File: src/rtl/mem_arb_pkg.sv
// mem_arb_pkg: shared types for the memory arbiter.
// Holds the arbiter FSM state enum and the owner encoding used by the picker.
package mem_arb_pkg;

   typedef enum logic [1:0] {
      IDLE,
      CPU_OWN,
      LDR_OWN,
      LDR_LOCKED
   } arb_state_e;

   localparam logic OWN_CPU = 1'b0;
   localparam logic OWN_LDR = 1'b1;

endpackage

File: src/rtl/arb_pick.sv
// arb_pick: combinational two-way picker, one-hot grant out.
// Ports: cpu_req_i, ldr_req_i, last_own_i in; cpu_gnt_o, ldr_gnt_o out.
// ARB_ROUND_ROBIN_EN: non-last owner wins a tie; else loader always wins.
module arb_pick
   import mem_arb_pkg::*;
(
   input  logic cpu_req_i,
   input  logic ldr_req_i,
   input  logic last_own_i,
   output logic cpu_gnt_o,
   output logic ldr_gnt_o
);

   logic cpu_wins;

`ifdef ARB_ROUND_ROBIN_EN
   assign cpu_wins = cpu_req_i &
                     (~ldr_req_i | (last_own_i == OWN_LDR));
`else
   logic unused_own;
   assign unused_own = last_own_i;
   assign cpu_wins   = cpu_req_i & ~ldr_req_i;
`endif

   assign cpu_gnt_o = cpu_wins;
   assign ldr_gnt_o = ldr_req_i & ~cpu_wins;

endmodule

File: src/rtl/mem_arbiter.sv
// mem_arbiter: CPU / program-loader arbiter for a single-port memory.
// Ports: cpu_* and ldr_* request/grant/rvalid, ldr_lock, rdata, mem_* cmd.
// ARB_ROUND_ROBIN_EN selects round-robin tie-break (see arb_pick).
module mem_arbiter
   import mem_arb_pkg::*;
#(
   parameter int ADDR_W = 32,
   parameter int DATA_W = 32
) (
   input  logic                clk,
   input  logic                reset_internal,
   input  logic                cpu_req,
   input  logic                cpu_we,
   input  logic [ADDR_W-1:0]   cpu_addr,
   input  logic [DATA_W-1:0]   cpu_wdata,
   input  logic [DATA_W/8-1:0] cpu_be,
   output logic                cpu_gnt,
   output logic                cpu_rvalid,
   input  logic                ldr_req,
   input  logic                ldr_we,
   input  logic [ADDR_W-1:0]   ldr_addr,
   input  logic [DATA_W-1:0]   ldr_wdata,
   input  logic [DATA_W/8-1:0] ldr_be,
   output logic                ldr_gnt,
   output logic                ldr_rvalid,
   input  logic                ldr_lock,
   output logic [DATA_W-1:0]   rdata,
   output logic                mem_en,
   output logic                mem_we,
   output logic [ADDR_W-1:0]   mem_addr,
   output logic [DATA_W-1:0]   mem_wdata,
   output logic [DATA_W/8-1:0] mem_be,
   input  logic [DATA_W-1:0]   mem_rdata
);

   arb_state_e state_q, state_d;
   logic       rd_pend_q, rd_pend_d;
   logic       rd_own_q, rd_own_d;
   logic       locked, last_own;
   logic       pick_cpu, pick_ldr;

   assign locked   = (state_q == LDR_LOCKED);
   // IDLE counts as "loader last" so the CPU wins the first tie.
   assign last_own = (state_q == CPU_OWN) ? OWN_CPU : OWN_LDR;

   arb_pick u_pick (
      .cpu_req_i  (cpu_req & ~locked & ~reset_internal),
      .ldr_req_i  (ldr_req & ~reset_internal),
      .last_own_i (last_own),
      .cpu_gnt_o  (pick_cpu),
      .ldr_gnt_o  (pick_ldr)
   );

   assign cpu_gnt = pick_cpu;
   assign ldr_gnt = pick_ldr;

   always_comb begin
      mem_en    = pick_cpu | pick_ldr;
      mem_we    = 1'b0;
      mem_addr  = '0;
      mem_wdata = '0;
      mem_be    = '0;
      unique case (1'b1)
         pick_cpu: begin
            mem_we    = cpu_we;
            mem_addr  = cpu_addr;
            mem_wdata = cpu_wdata;
            mem_be    = cpu_be;
         end
         pick_ldr: begin
            mem_we    = ldr_we;
            mem_addr  = ldr_addr;
            mem_wdata = ldr_wdata;
            mem_be    = ldr_be;
         end
         default: ;
      endcase
   end

   always_comb begin
      state_d = state_q;
      if (pick_ldr)
         state_d = ldr_lock ? LDR_LOCKED : LDR_OWN;
      else if (pick_cpu)
         state_d = CPU_OWN;
      else if (locked && !ldr_lock)
         state_d = LDR_OWN;
      rd_pend_d = mem_en & ~mem_we;
      rd_own_d  = pick_ldr ? OWN_LDR : OWN_CPU;
   end

   always_ff @(posedge clk or posedge reset_internal) begin
      if (reset_internal) begin
         state_q   <= IDLE;
         rd_pend_q <= 1'b0;
         rd_own_q  <= OWN_CPU;
      end else begin
         state_q   <= state_d;
         rd_pend_q <= rd_pend_d;
         rd_own_q  <= rd_own_d;
      end
   end

   // Read data comes straight from memory one cycle after the command;
   // the owner flag steers rvalid even if the grant has since moved.
   assign cpu_rvalid = rd_pend_q & (rd_own_q == OWN_CPU);
   assign ldr_rvalid = rd_pend_q & (rd_own_q == OWN_LDR);
   assign rdata      = rd_pend_q ? mem_rdata : '0;

endmodule
File: config.mk
export PLATFORM = sky130hd
export DESIGN_NAME = mem_arbiter
export DESIGN_NICKNAME = d
export VERILOG_FILES = /design/src/rtl/mem_arb_pkg.sv /design/src/rtl/arb_pick.sv /design/src/rtl/mem_arbiter.sv
export SDC_FILE = /design/constraint.sdc
export NUM_CORES = 1
export LEC_CHECK = 0
export ABC_AREA = 0
export BUFFER_PORTS_ARGS = -buffer_cell sky130_fd_sc_hd__buf_2
export CORE_AREA = 2 2 108 110
export CTS_CLUSTER_SIZE = 10
export DETAILED_ROUTE_END_ITERATION = 6
export DIE_AREA = 0 0 110 112
export PLACE_DENSITY = 0.53
export SLEW_MARGIN = 20
export SYNTH_ARGS = -nofsm -noshare
export SYNTH_HDL_FRONTEND = slang
export SYNTH_HIERARCHICAL = 1
export SYNTH_SLANG_ARGS = --single-unit
File: constraint.sdc
create_clock -name clk -period 1.82 [get_ports clk]
set_clock_uncertainty 0.05 [all_clocks]
set_input_delay 0.091 -clock clk [delete_from_list [all_inputs] [get_ports clk]]
set_output_delay 0.091 -clock clk [all_outputs]
set_load 0.005 [all_outputs]
==> metrics.log, run 1 <==
INFO  metric result_of_the_run = finished clean
INFO  metric routing_layer_with_the_top_usage_in_global_route = met2
INFO  metric cts.sink_count = 4
INFO  metric period_share = 0.9438
INFO  metric setup_viol_count_final = 0
INFO  metric hold_viol_final = 0
INFO  metric worstMarginPinSlew = 0.6392 ns
INFO  metric hold_start = ldr_lock
INFO  metric drt_pass1_iterations = 4
INFO  metric synth_area_per_cell = 8.258 µm²
INFO  metric setup.worst_path.start_class = flop
INFO  metric drive_above_1_share = 0.7157
INFO  metric drt-initial-drc-count = 72
INFO  metric fin_crit = 1.718 ns
INFO  metric die-area = 12320 µm²
INFO  metric drcViolationCount = 0
INFO  metric ys_warn_count = 6
INFO  metric track_usage = 0.09283
INFO  metric leakage = 1.724 nW
INFO  metric cts_resized = 0
INFO  metric drt-total-wl = 6.615 mm
INFO  metric globalplace.congestion = 0.7159
INFO  metric syn_inst = 140
INFO  metric final_max_slew_viol_count = 0
INFO  metric slew_headroom = 0.5739
INFO  metric crit_required = 1.68 ns
INFO  metric clk_root_buffer_cell = clkbuf_16
INFO  metric clock_tree_from_tritoncts = done
INFO  metric grtUsageMet2 = 0.1808
INFO  metric grt_pass1_vias = 1988
INFO  metric finalPower = 1.088 mW
INFO  metric clk_transition_reported_paths = 0.03 ns
INFO  metric reg2reg_setup_slack = 0.36 ns
INFO  metric ios = 281
INFO  metric num_antenna_cells = 0
INFO  metric worst-path-max-fanout = 40
INFO  metric max_cap_viol_count = 0
INFO  metric fp-row-count = 39
INFO  metric ratio_of_routed_vias_to_standard_cells = 4.004
INFO  metric syn-cell-area = 1156 µm²
INFO  metric hold_path.class = input port to flop
INFO  metric cts-root-to-sink-buffers = 2
INFO  metric area.growth.synth_to_final = 136.5%
INFO  metric grt_start_max_net_pins = 46
INFO  metric num_vias = 2206
INFO  metric finalNetCount = 585
INFO  metric grt_pass1_wl = 9.156 mm
INFO  metric regToRegEndpoint = rd_pend_q$_DFF_PP0_
INFO  metric irDropWorstVdd = 379.7 µV
INFO  metric total_of_buffers_placed_on_input_and_output_ports = 280
INFO  metric start_util = 0.1035
INFO  metric stdcell_area = 2734 µm²
INFO  metric mappedNetlistNets = 315
INFO  metric grt_util_met1 = 0.1029
INFO  metric worstHoldPathCells = 3
INFO  metric clkLatencyLatePin = 0.22 ns
INFO  metric worst_r2r_path_depth = 6
INFO  metric final.hold.worst_slack = 0.1085 ns
INFO  metric fmaxAchievable = 0.5822 GHz
INFO  metric grt_overflow = 0
INFO  metric setup.worst_path.class = flop to output pin
INFO  metric critical_path_arrival = 1.58 ns
INFO  metric setup.worst_path.end_class = output pin
INFO  metric grt_antenna_before_repair = 0
INFO  metric route.antenna.remaining_nets = 0
INFO  metric placed_area = 2649 µm²
INFO  metric power_per_cell_area = 397.9 nW/µm²
INFO  metric critical_path.reg2reg.startpoint = state_q[1]$_DFFE_PP0P_
INFO  metric hpwlAfterDp = 5.798 mm
INFO  metric fillers = 1236
INFO  metric die_width = 110 µm
INFO  metric area_of_the_core = 11170 µm²
INFO  metric totalNegativeSetupSlack = 0 ns
INFO  metric grt_use_met3 = 0.01698
INFO  metric unrepaired_setup_endpoints_after_global_routing = no
INFO  metric cts_buffer_count = 3
INFO  metric worst_hold_path.endpoint = state_q[0]$_DFFE_PP0P_
INFO  metric dieHeight = 112 µm
INFO  metric htreeDepth = 1
INFO  metric wire_per_inst = 12.01 µm
-- sequential cells by signal, indices dropped and copies added, names as in the netlist --
signal and cells:
rd_own_q 1, rd_pend_q 1, state_q 2
-- cell type report --
type                       count  area [µm²]  share of cell area
sequential                     4       100.1             0.03661
tap                          143       178.9             0.06545
clock buffer                   3       75.07             0.02746
timing repair buffer         285        1466              0.5364
inverter                       3       11.26            0.004119
multi-input combinational    113       902.1              0.3300
-- repair_timing --
action,in CTS,in global routing
hold buffers,1,0
endpoints found under the hold margin,4,0
buffers inserted,0,0
-- per-layer routing --
metal	share of wire	up-vias
li1	-	1079
met1	0.36	964
met2	0.51	161
met3	0.13	2
met4	0.0060	0
met5	0	-
-- report_power, final --
| part | switching (mW) | leakage [nW] | total, mW | internal [mW] |
|---|---|---|---|---|
| registers | 0.0196 | 0.0484 | 0.120 | 0.101 |
| clock network | 0.0559 | 0.0370 | 0.336 | 0.280 |
| logic | 0.252 | 1.64 | 0.631 | 0.379 |
-- worst max-delay path by stage --
stage	start	to	slack, ns	cells past startpoint
floorplan	state_q[1]$_DFFE_PP0P_	state_q[1]$_DFFE_PP0P_	0.41	7
global placement	reset_internal	mem_addr[19]	0.35	7
detailed placement	state_q[1]$_DFFE_PP0P_	mem_be[0]	0.34	6
CTS	state_q[1]$_DFFE_PP0P_	mem_be[0]	0.09	6
global route	state_q[1]$_DFFE_PP0P_	mem_be[0]	0.009	6
finish	state_q[1]$_DFFE_PP0P_	mem_addr[18]	0.10	6
-- metrics by stage --
| step | utilization | cells | worst slack [ns] |
|---|---|---|---|
| 5_1_grt | 0.2447 | 551 | 0.008734 |
| 3_5_place_dp | 0.2370 | 547 | 0.3359 |
| 2_1_floorplan | - | 140 | 0.4101 |
| 3_3_place_gp | 0.2370 | 547 | 0.3489 |
| 4_1_cts | 0.2447 | 551 | 0.09374 |
| 6_report | 0.2447 | 551 | 0.1022 |
-- placed cells by master (no fill, tap or decap) --
master / count
nor2b_4: 2
a21oi_2: 1
a22o_1: 69
inv_1: 2
buf_12: 2
nor2b_1: 2
dlygate4sd3_1: 1
and3_1: 1
buf_4: 2
inv_2: 1
a21o_1: 1
nor2_1: 1
a2bb2oi_2: 1
dfrtp_1: 4
nand2_1: 1
or2_1: 1
buf_2: 280
and2_1: 33
clkbuf_16: 3
-- critical path, stage by stage, from the launching register on --
cell and delay, ns:
dfrtp_1 0.39, nand2_1 0.06, and3_1 0.15, nor2b_4 0.20
buf_12 0.21, a22o_1 0.19, buf_2 0.12
(Power assumes the default switching activity.)
==> inputs of run 2 (changes only) <==
--- a/config.mk
+++ b/config.mk
@@ -5,13 +5,13 @@
 export SDC_FILE = /design/constraint.sdc
 export NUM_CORES = 1
 export LEC_CHECK = 0
-export ABC_AREA = 0
+export ABC_AREA = 1
 export BUFFER_PORTS_ARGS = -buffer_cell sky130_fd_sc_hd__buf_2
 export CORE_AREA = 2 2 108 110
 export CTS_CLUSTER_SIZE = 10
 export DETAILED_ROUTE_END_ITERATION = 6
 export DIE_AREA = 0 0 110 112
-export PLACE_DENSITY = 0.53
+export PLACE_DENSITY = 0.54
 export SLEW_MARGIN = 20
 export SYNTH_ARGS = -nofsm -noshare
 export SYNTH_HDL_FRONTEND = slang
==> run 2 against run 1 <==
Final area grew 2.1%; sequential power decreased by 8%; fmax up 5.0%; non-clock buffer count grew 1; combinational power increased by 5.9%; synthesized cell count up 31%; worst setup slack better by 0.082 ns; largest cell class unchanged; register-to-register slack better by 0.08 ns; area after synthesis grew 6.3%; sequential cell count unchanged.
==> metrics.log, run 2 <==
INFO  metric result_of_the_run = finished clean (unchanged)
INFO  metric hold_start = cpu_we (was ldr_lock)
INFO  metric mostFrequentLayoutCells = buf_2 (280), a22o_1 (68), inv_1 (41), nand2_1 (39), dfrtp_1 (4) (was buf_2 (280), a22o_1 (69), and2_1 (33), dfrtp_1 (4), clkbuf_16 (3))
INFO  metric fp-row-count = 39 (unchanged)
INFO  metric hold_viol_final = 0 (unchanged)
INFO  metric die_width = 110 µm (unchanged)
INFO  metric setup.worst_path.end_class = output pin (unchanged)
INFO  metric setup.worst_path.start_class = flop (unchanged)
INFO  metric die-area = 12320 µm² (unchanged)
INFO  metric grt_start_max_net_pins = 41 (was 46)
INFO  metric seqCellArea = 100.1 µm² (unchanged)
INFO  metric worstMarginPinSlew = 0.3829 ns (was 0.6392 ns)
INFO  metric max_ffs_per_register = 2 (unchanged)
INFO  metric cts.sink_count = 4 (unchanged)
INFO  metric slew_headroom = 0.7447 (was 0.5739)
INFO  metric unrepaired_setup_endpoints_after_global_routing = no (unchanged)
INFO  metric mostFrequentLayoutCell = buf_2 (unchanged)
INFO  metric grt_pass1_wl = 9.232 mm (was 9.156 mm)
INFO  metric clk_root_buffer_cell = clkbuf_16 (unchanged)
INFO  metric worstHoldPathCells = 4 (was 3)
INFO  metric worst-path-max-fanout = 40 (unchanged)
INFO  metric grt_pass1_vias = 2158 (was 1988)
INFO  metric start_util = 0.1100 (was 0.1035)
INFO  metric cts_buffer_count = 3 (unchanged)
INFO  metric totalNegativeSetupSlack = 0 ns (unchanged)
INFO  metric worst_hold_path.endpoint = rd_pend_q$_DFF_PP0_ (was state_q[0]$_DFFE_PP0P_)
INFO  metric worst_r2r_path_depth = 7 (was 6)
INFO  metric num_vias = 2394 (was 2206)
INFO  metric total_of_buffers_placed_on_input_and_output_ports = 280 (unchanged)
INFO  metric regToRegEndpoint = state_q[0]$_DFFE_PP0P_ (was rd_pend_q$_DFF_PP0_)
INFO  metric critical_path.reg2reg.startpoint = state_q[0]$_DFFE_PP0P_ (was state_q[1]$_DFFE_PP0P_)
INFO  metric syn_inst = 184 (was 140)
INFO  metric cts_resized = 0 (unchanged)
INFO  metric wire_per_inst = 11.51 µm (was 12.01 µm)
INFO  metric drt-initial-drc-count = 54 (was 72)
INFO  metric clk_transition_reported_paths = 0.03 ns (about the same)
INFO  metric hold_path.class = input port to flop (unchanged)
INFO  metric period_share = 0.8988 (was 0.9438)
INFO  metric drt-total-wl = 6.848 mm (was 6.615 mm)
INFO  metric route.antenna.remaining_nets = 0 (unchanged)
INFO  metric synth_area_per_cell = 6.678 µm² (was 8.258 µm²)
INFO  metric area_of_the_core = 11170 µm² (unchanged)
INFO  metric max_cap_viol_count = 0 (unchanged)
INFO  metric critical_path_arrival = 1.49 ns (was 1.58 ns)
INFO  metric track_usage = 0.09516 (was 0.09283)
INFO  metric grt_overflow = 0 (unchanged)
INFO  metric fillers = 1234 (was 1236)
INFO  metric fin_crit = 1.636 ns (was 1.718 ns)
INFO  metric detailedPlace.worstSlack = 0.3539 ns (was 0.3359 ns)
INFO  metric irDropWorstVdd = 261.8 µV (was 379.7 µV)
INFO  metric ratio_of_routed_vias_to_standard_cells = 4.024 (was 4.004)
INFO  metric clock_tree_from_tritoncts = done (unchanged)
INFO  metric post-cts-setup-buffer-count = 0 (unchanged)
INFO  metric drcViolationCount = 0 (unchanged)
INFO  metric ys_warn_count = 6 (unchanged)
INFO  metric num_antenna_cells = 0 (unchanged)
INFO  metric leakage = 2.021 nW (was 1.724 nW)
INFO  metric final.hold.worst_slack = 0.1154 ns (was 0.1085 ns)
INFO  metric setup_ws = 0.1842 ns (was 0.1022 ns)
INFO  metric largest_register = state_q (unchanged)
INFO  metric cell_by_cell_trace_of_the_critical_path = a21oi_1 > inv_1 > nor2_4 > buf_12 > a22o_1 > buf_2 (was nand2_1 > and3_1 > nor2b_4 > buf_12 > a22o_1 > buf_2)
INFO  metric area_used_by_multi_input_combinational_logic = 804.5 µm² (was 902.1 µm²)
INFO  metric reg2reg_setup_slack = 0.44 ns (was 0.36 ns)
INFO  metric topRoutingLayerUsed = met4 (unchanged)
INFO  metric crit_path_max_incr_delay = 0.38 ns (was 0.39 ns)
INFO  metric fmaxAchievable = 0.6113 GHz (was 0.5822 GHz)
INFO  metric setup_viol_count_final = 0 (unchanged)
INFO  metric drt_pass1_iterations = 4 (unchanged)
INFO  metric final_max_slew_viol_count = 0 (unchanged)
INFO  metric critical_path.n_buffers_inverters = 3 (was 2)
INFO  metric globalplace.congestion = 0.7435 (was 0.7159)
INFO  metric dieHeight = 112 µm (unchanged)
INFO  metric hpwlAfterDp = 5.824 mm (was 5.798 mm)
INFO  metric power_per_cell_area = 400.1 nW/µm² (was 397.9 nW/µm²)
INFO  metric critPathSlowestCell = dfrtp_1 (unchanged)
INFO  metric area.growth.synth_to_final = 127.1% (was 136.5%)
INFO  metric drive_above_1_share = 0.6460 (was 0.7157)
INFO  metric syn-cell-area = 1229 µm² (was 1156 µm²)
INFO  metric reg_top3 = state_q x2, rd_own_q x1, rd_pend_q x1 (unchanged)
INFO  metric setup.worst_path.class = flop to output pin (unchanged)
INFO  metric met3WireLength = 804 µm (was 871 µm)
INFO  metric wl_met2 = 3.481 mm (was 3.354 mm)
INFO  metric finalNetCount = 629 (was 585)
INFO  metric ios = 281 (unchanged)
INFO  metric routedLengthMet1 = 2.451 mm (was 2.349 mm)
INFO  metric crit_required = 1.68 ns (about the same)
INFO  metric clkLatencyLatePin = 0.22 ns (about the same)
INFO  metric htreeDepth = 1 (unchanged)
INFO  metric mappedNetlistNets = 359 (was 315)
INFO  metric crit_path_leading_delay_family = buffers and inverters (was simple AND/OR/NAND/NOR gates)
INFO  metric grt_antenna_before_repair = 0 (unchanged)
INFO  metric cts-root-to-sink-buffers = 2 (unchanged)
-- run 2: power by group --
group          internal [mW]  switching, mW  leakage (nW)
registers              0.102        0.00915        0.0483
clock network          0.280         0.0575        0.0370
logic                  0.369          0.299          1.94
-- run 2: worst max-delay path by stage --
| stage | end | from | cells after the start |
|---|---|---|---|
| 6_report | mem_addr[29] | state_q[0]$_DFFE_PP0P_ | 6 |
| 5_1_grt | mem_addr[7] | state_q[0]$_DFFE_PP0P_ | 6 |
| 4_1_cts | mem_we | state_q[0]$_DFFE_PP0P_ | 7 |
| 3_5_place_dp | mem_we | reset_internal | 10 |
| 3_3_place_gp | mem_addr[19] | reset_internal | 9 |
| 2_1_floorplan | mem_wdata[21] | state_q[0]$_DFFE_PP0P_ | 6 |
-- run 2: metrics by stage --
| step | cell area [µm²] | util | power (mW) | cells |
|---|---|---|---|---|
| after floorplan | 1229 | - | 0.4163 | 184 |
| after global placement | 2705 | 0.2421 | 0.7749 | 591 |
| after detailed placement | 2705 | 0.2421 | 0.7845 | 591 |
| after CTS | 2790 | 0.2497 | 1.131 | 595 |
| after global routing | 2790 | 0.2497 | 1.212 | 595 |
| final | 2790 | 0.2497 | 1.116 | 595 |
-- run 2: cell type report --
cell class | instances | area share
Timing Repair Buffer | 286 | 0.5282
Multi-Input combinational cell | 117 | 0.2883
Tap cell | 143 | 0.06413
Inverter | 42 | 0.05650
Sequential cell | 4 | 0.03587
Clock buffer | 3 | 0.02691
-- run 2: metal layers --
layer  vias up  global-route usage
met5         -                   0
met4         0             0.03544
met3         9             0.01230
met2       165              0.1853
met1      1053              0.1003
li1       1167                   -
-- run 2: tightest hold or removal path: cells and delay by family --
kind,cells,cell delay [ns]
buffers and inverters,1,0.07
AND/OR/NAND/NOR,3,0.17
-- run 2: timing repair --
action	4_1_cts	5_1_grt
endpoints found under the setup margin	0	0
hold endpoints to repair	4	0
hold buffers	1	0
